==> src/rtl/xor_pipe_pkg.sv <==
// xor_pipe_pkg: shared definitions for the xor_pipe checksum/scramble stage.
//   mode_e              - operation selector carried with each beat
//   xor_reduce_channels - bitwise XOR of num_in channels of width bits each,
//                         packed as channel k at [k*width +: width]
package xor_pipe_pkg;

  typedef enum logic [1:0] {
    MODE_XOR    = 2'd0,
    MODE_XNOR   = 2'd1,
    MODE_ACC    = 2'd2,
    MODE_PARITY = 2'd3
  } mode_e;

  // Upper bounds for the reduce helper; callers zero-extend into these.
  localparam int unsigned XP_MAX_WIDTH = 64;
  localparam int unsigned XP_MAX_IN    = 32;
  localparam int unsigned XP_MAX_DATA  = XP_MAX_WIDTH * XP_MAX_IN;

  function automatic logic [XP_MAX_WIDTH-1:0] xor_reduce_channels(
    input logic [XP_MAX_DATA-1:0] data,
    input int unsigned            num_in,
    input int unsigned            width
  );
    logic [XP_MAX_WIDTH-1:0] r;
    logic [XP_MAX_WIDTH-1:0] mask;
    r    = '0;
    // Shifting an all-ones word by width leaves 0 when width == XP_MAX_WIDTH,
    // so the inverted mask is all ones in that case as well.
    mask = ~({XP_MAX_WIDTH{1'b1}} << width);
    for (int unsigned k = 0; k < XP_MAX_IN; k++) begin
      if (k < num_in) begin
        r = r ^ (XP_MAX_WIDTH'(data >> (k * width)) & mask);
      end
    end
    return r;
  endfunction

endpackage

==> src/rtl/xor_skid_buf.sv <==
// xor_skid_buf: generic WIDTH-bit 2-entry register slice.
//   clk, rst (sync, active low)
//   in_valid/in_ready/in_data    - upstream handshake; in_ready is registered
//   out_valid/out_ready/out_data - downstream handshake, driven from main
// main holds the presented result; skid absorbs one beat accepted while main
// is stalled. in_ready(next) = !skid_full(next).
module xor_skid_buf #(
  parameter int unsigned WIDTH = 8
) (
  input  logic             clk,
  input  logic             rst,
  input  logic             in_valid,
  output logic             in_ready,
  input  logic [WIDTH-1:0] in_data,
  output logic             out_valid,
  input  logic             out_ready,
  output logic [WIDTH-1:0] out_data
);

  logic             main_valid, main_valid_n;
  logic [WIDTH-1:0] main_data,  main_data_n;
  logic             skid_valid, skid_valid_n;
  logic [WIDTH-1:0] skid_data,  skid_data_n;
  logic             ready_r,    ready_n;
  logic             accept, consume;

  assign accept  = in_valid && ready_r;
  assign consume = main_valid && out_ready;

  always_comb begin
    main_valid_n = main_valid;
    main_data_n  = main_data;
    skid_valid_n = skid_valid;
    skid_data_n  = skid_data;

    if (consume) begin
      if (skid_valid) begin
        main_data_n  = skid_data;
        skid_valid_n = 1'b0;
      end else begin
        main_valid_n = 1'b0;
      end
    end

    // accept cannot coincide with a full skid since ready_r is low then.
    if (accept) begin
      if (!main_valid || consume) begin
        main_valid_n = 1'b1;
        main_data_n  = in_data;
      end else begin
        skid_valid_n = 1'b1;
        skid_data_n  = in_data;
      end
    end

    ready_n = !skid_valid_n;
  end

  always_ff @(posedge clk) begin
    if (!rst) begin
      main_valid <= 1'b0;
      main_data  <= '0;
      skid_valid <= 1'b0;
      skid_data  <= '0;
      ready_r    <= 1'b0;
    end else begin
      main_valid <= main_valid_n;
      main_data  <= main_data_n;
      skid_valid <= skid_valid_n;
      skid_data  <= skid_data_n;
      ready_r    <= ready_n;
    end
  end

  assign in_ready  = ready_r;
  assign out_valid = main_valid;
  assign out_data  = main_data;

endmodule

==> src/rtl/xor_pipe.sv <==
// xor_pipe: pipelined NUM_IN-channel XOR stage with valid/ready on both sides.
//   clk, rst (sync, active low)
//   mode     - 0 XOR, 1 XNOR, 2 ACC (running XOR), 3 PARITY; sampled per beat
//   acc_clr  - clears the accumulator on any cycle
//   in_valid/in_ready/in_data    - channel k at in_data[k*WIDTH +: WIDTH]
//   out_valid/out_ready/out_data - WIDTH-bit result, in acceptance order
module xor_pipe
  import xor_pipe_pkg::*;
#(
  parameter int unsigned WIDTH  = 8,
  parameter int unsigned NUM_IN = 2
) (
  input  logic                    clk,
  input  logic                    rst,
  input  logic [1:0]              mode,
  input  logic                    acc_clr,
  input  logic                    in_valid,
  output logic                    in_ready,
  input  logic [NUM_IN*WIDTH-1:0] in_data,
  output logic                    out_valid,
  input  logic                    out_ready,
  output logic [WIDTH-1:0]        out_data
);

  mode_e                  m;
  logic [XP_MAX_DATA-1:0] data_ext;
  logic [WIDTH-1:0]       x;
  logic [WIDTH-1:0]       acc;
  logic [WIDTH-1:0]       acc_next;
  logic [WIDTH-1:0]       result;
  logic                   accept;

  assign m        = mode_e'(mode);
  assign data_ext = XP_MAX_DATA'(in_data);
  assign x        = WIDTH'(xor_reduce_channels(data_ext, NUM_IN, WIDTH));
  assign accept   = in_valid && in_ready;

  // Clear is applied before folding in this beat's x.
  assign acc_next = (acc_clr ? '0 : acc) ^ x;

  always_comb begin
    result = x;
    case (m)
      MODE_XOR:    result = x;
      MODE_XNOR:   result = ~x;
      MODE_ACC:    result = acc_next;
      MODE_PARITY: result = {{(WIDTH-1){1'b0}}, ^x};
      default:     result = x;
    endcase
  end

  always_ff @(posedge clk) begin
    if (!rst) begin
      acc <= '0;
    end else if (accept && m == MODE_ACC) begin
      acc <= acc_next;
    end else if (acc_clr) begin
      acc <= '0;
    end
  end

  xor_skid_buf #(
    .WIDTH(WIDTH)
  ) u_buf (
    .clk      (clk),
    .rst      (rst),
    .in_valid (in_valid),
    .in_ready (in_ready),
    .in_data  (result),
    .out_valid(out_valid),
    .out_ready(out_ready),
    .out_data (out_data)
  );

endmodule

==> config.mk <==
export PLATFORM = sky130hd
export DESIGN_NAME = xor_pipe
export DESIGN_NICKNAME = d
export VERILOG_FILES = /design/src/rtl/xor_pipe_pkg.sv /design/src/rtl/xor_skid_buf.sv /design/src/rtl/xor_pipe.sv
export SDC_FILE = /design/constraint.sdc
export NUM_CORES = 1
export LEC_CHECK = 0
export ABC_CLOCK_PERIOD_IN_PS = 2520
export CAP_MARGIN = 20
export CORE_AREA = 2 2 97 61
export DETAILED_ROUTE_END_ITERATION = 12
export DIE_AREA = 0 0 99 63
export PLACE_DENSITY_LB_ADDON = 0.15
export REMOVE_ABC_BUFFERS = 1
export SLEW_MARGIN = 5
export SYNTH_ARGS = -nofsm -noshare
export SYNTH_HDL_FRONTEND = slang
export SYNTH_SLANG_ARGS = --single-unit
==> constraint.sdc <==
create_clock -name clk -period 2.52 [get_ports clk]
set_clock_uncertainty 0.2 [all_clocks]
set_input_delay 0.756 -clock clk [delete_from_list [all_inputs] [get_ports clk]]
set_output_delay 0.756 -clock clk [all_outputs]
set_load 0.03 [all_outputs]
Word-level counts from Yosys, hierarchy flattened
Index checks and enable logic that the tools add are counted.
- mux-type cells: 14
- reduce and logical (&&, ||, !) cells: 9
- bitwise operators: 4
- equal/unequal tests: 3
- operator list (cell ; count):
    $mux W8 ; 6
    $pmux W8 S4 ; 1
    $xor A8 B8 Y8 ; 2
    $not A8 Y8 ; 1
    $reduce_xor A8 Y1 ; 1
    $mux W1 ; 7
    $eq A2 B2 Y1 const B ; 2
    $logic_and A1 B1 Y1 ; 3
    $eq A2 B1 Y1 const B ; 1
    $logic_not A1 Y1 ; 2
    $logic_not A2 Y1 ; 1
    $reduce_and A2 Y1 ; 1
    $logic_or A1 B1 Y1 ; 1
    $not A1 Y1 ; 1
- register bits: 27
- logic and storage cells: 36
- output and inout bits: 10
- input bits: 23

Logic depth before layout (Yosys ltp)
- depth in word-level cells: 5
- mapped depth: 6
- gate-level depth less buffers: 5

Hierarchy
A second synthesis with hierarchy kept.
- cell total of the unflattened synthesis: 189
- area, all modules: 1631.6 um^2
- by module, submodules not included (module ; cells each ; seq. area each (um^2) ; area each (um^2) ; times used):
    xor_skid_buf ; 96 ; 380.4 ; 820.8 ; 1
    xor_pipe ; 93 ; 160.2 ; 810.8 ; 1

Least setup slack after synthesis
OpenSTA, ideal clock, no wires.
- path type: in2reg
- start point: in mode[0]
- end point: reg acc[3]
- slack: 0.385 ns
- data arrival time: 1.865 ns
- library setup time: 0.070 ns
- stages on the path: 5
- path buffers: 2
- required time: 2.250 ns
- cells stage by stage: buf_6 or3_4 buf_6 or3_1 a21boi_1
- longest elaborated chain between the ends: 3
- RTL lines (item ; line ; source):
    start: declaration ; xor_pipe.sv:15 ; input logic [1:0] mode,
    $eq A2 B2 Y1 ; xor_pipe.sv:55 ; end else if (accept && m == MODE_ACC) begin
    $logic_and A1 B1 Y1 ; xor_pipe.sv:55 ;
    $mux W8 ; xor_pipe.sv:55 ;
    end signal: assignment ; xor_pipe.sv:56 ; acc <= acc_next;
    end: declaration ; xor_pipe.sv:28 ; logic [WIDTH-1:0] acc;
Every way passes these cells.
A chain may end at the register's enable or synchronous reset.

Worst setup path after layout
- start point: reg u_buf.main_valid, in the netlist u_buf.out_valid
- end point: out out_valid
- RTL lines (item ; line ; source):
    start: declaration ; xor_skid_buf.sv:20 ; logic main_valid, main_valid_n;
    start signal: assignment ; xor_skid_buf.sv:67 ; main_valid <= main_valid_n;
    end: declaration ; xor_pipe.sv:20 ; output logic out_valid,
No word-level cell between the ends.

==> metrics.txt <==
outcome complete, no violations; post-layout min period 2.37 ns; Yosys top cell area share 0.345; DP HPWL 2740 um; DRC 0; grt ovf 0; PwrDens ~480 nW/um^2; max_slew headroom 0.662; mapped cell area 1570 um^2; Worst Hold Launch u_buf.skid_data[3]; DR vias 1,340; count of flip-flops with a built-in enable after synthesis 0; Inserted Clock Buffers 3; sequential share of the synthesized area 0.345; cell row count 21; Worst Path Arrival 1.41 ns; crit path cell chain clkdlybuf4s50_1; final period utilization 0.940; Worst path slowest cell clkdlybuf4s50_1; Final Setup Violations 0; Final Total Pwr 0.998 mW; RD Place Congestion 0.743; Antenna diodes 0; Yosys top cell by area dfxtp_1; largest buffer count on any clock path 2; initial antenna violation count 0; Commonest cells post-synth xnor2_1, dfxtp_1, a21oi_1, o21ai_0, nand2b_1; Critical R2R Launch u_buf.in_ready; HP Class reg2reg; CP bufs+invs 1; Worst Path Required 1.56 ns; DIE AREA 6240 um^2; initial core utilization 0.291; worst vdd ir 272 uV; Max Slew Vio Count 0; Boundary Pins 33; maximum clock frequency 0.422 GHz; Clock Sinks 27; gr usage total 0.122; Distinct cells, synth 34; Worst R2R Path Depth 4; CTS clk-pin slew, worst paths 0.10 ns; Area Growth Syn to Fin 32.6%; Leakage 0.781 nW; CTS tree built; Die X about 100 um; CP Class reg2out; synth top area cells dfxtp_1, xnor2_1, a21oi_1, mux2_2, nand2b_1; CP peak stage delay about 0.7 ns; CTS H-tree depth 1; DRT antenna net count 0; 1st-iter DRT viols 46; FF-to-FF setup slack 0.82 ns; final net count 245; die height about 63 um; setup bufs post-CTS 0; Avg WL per Cell 12.4 um; Worst setup SP type flop; IO buf count 32; end of the worst hold path u_buf.skid_data[3]; Yosys reg bits 27; DRT Pass-1 Iters 4; clock latency at the later pin of the worst-skew pair 0.27 ns; CP top delay family buffers and inverters; Syn Inst Count between 150 and 200; largest net degree at the start of global routing 19; post-DR vias/cell 4.62; crit path capture type output port; FFs w/ async S/R, synth 0; root buf cell clkbuf_8; Max FO, Critical Path 7; fraction of layout cells with a size suffix above 1 0.131; slew of the pin with the lowest slew margin 0.503 ns; Hold Vio Cnt, Final 0; Max-Cap Viols 0; most common cell in the netlist xnor2_1; number of gates resized after cts 0; FF-to-FF End acc[3]; first-pass GRT wire length 6230 um; vias in the first global route 1,260; Yosys Warn Count 0; hold_buf cts 0; Worst Hold Path Cells 1; Layout Utilization 0.386; core area 5390 um^2; Syn Area/Cell 8.71 um^2; unrepaired setup endpoints after global routing no; Primary FF master, synth dfxtp_1; final wirelength around 3600 um
==> state kept, by name (all words and copies together) (netlist names) <==
register          count
u_buf.out_data        8
u_buf.skid_valid      1
acc                   8
u_buf.in_ready        1
u_buf.out_valid       1
u_buf.skid_data       8
==> cell families (layout without fill, tap and decap cells) <==
group | Yosys count | in the layout | synth area share
AND/OR/NAND/NOR | 51 | 51 | 0.201
AO/OA/AOI/OAI | 50 | 50 | 0.174
XOR/XNOR | 30 | 30 | 0.172
flip-flops | 27 | 27 | 0.345
buffers and inverters | 12 | 53 | 0.0383
multiplexers | 10 | 10 | 0.0694
==> layer usage <==
layer | global-route usage | vias to the layer above | share of wire
met1 | 0.190 | 611 | 0.57
met3 | 0.0324 | 2 | 0.047
met2 | 0.171 | 25 | 0.38
met4 | 0.0154 | 0 | 0.0033
li1 | - | 702 | -
met5 | 0 | - | 0
==> through the flow <==
step                std cells  area, um^2  hold WS (ns)  setup slack, ns  TNS [ns]
floorplan                 170        1520         0.268            0.401         0
CTS                       290        2080         0.325            0.141         0
finish                    290        2080         0.325            0.152         0
global placement          286        2030         0.295          -0.0633    -0.133
global route              290        2080         0.345           0.0556         0
detailed placement        286        2030         0.300          -0.0780    -0.173
==> final cells by class <==
class / instances / area [um^2]
repair buffers: 47 / 433
clock buffers: 4 / 45.0
flip-flops and latches: 27 / 541
fillers: 560 / 3310
multi-input cells: 141 / 967
well taps: 69 / 86.3
inverters: 2 / 7.51
==> power breakdown <==
group	switching (mW)	internal [mW]	total (mW)
Clock	0.142	0.114	0.256
Sequential	0.00965	0.444	0.453
Combinational	0.141	0.148	0.289
Total	0.293	0.705	0.998
==> placed cells by master, fill, tap and decap left out <==
cell type,Yosys,final
o21ai_1,2,2
dfxtp_1,27,27
a21boi_1,1,1
and2_1,8,8
xor2_1,1,1
o21a_1,1,1
a31oi_1,3,3
nor2_1,9,9
and3b_1,2,2
or3_4,1,1
clkbuf_8,0,3
o211a_1,2,2
inv_1,1,1
a21oi_1,25,25
nor3b_1,1,1
xnor2_2,1,1
a21boi_0,1,1
nand2b_1,12,12
o22ai_1,1,1
nand3_1,2,2
nand2_1,4,4
inv_2,1,1
o21ai_0,14,14
mux2_2,7,7
clkbuf_1,7,1
or3_1,1,1
nand4_1,2,2
nand4b_1,5,5
nor3b_2,1,1
clkdlybuf4s50_1,0,32
xnor2_1,28,28
nor2b_1,2,2
nand3b_1,1,1
mux2i_1,3,3
buf_4,0,15
==> worst max-delay path by stage <==
stage | start | endpoint | slack [ns] | cells past startpoint
floorplan | in_valid | u_buf.out_data[0] | 0.40 | 5
global placement | mode[1] | acc[3] | -0.06 | 5
detailed placement | in_valid | acc[3] | -0.08 | 5
CTS | u_buf.out_valid | out_valid | 0.14 | 1
global route | in_data[15] | u_buf.skid_data[0] | 0.06 | 6
finish | u_buf.out_valid | out_valid | 0.15 | 1
(Power assumes the default switching activity.)
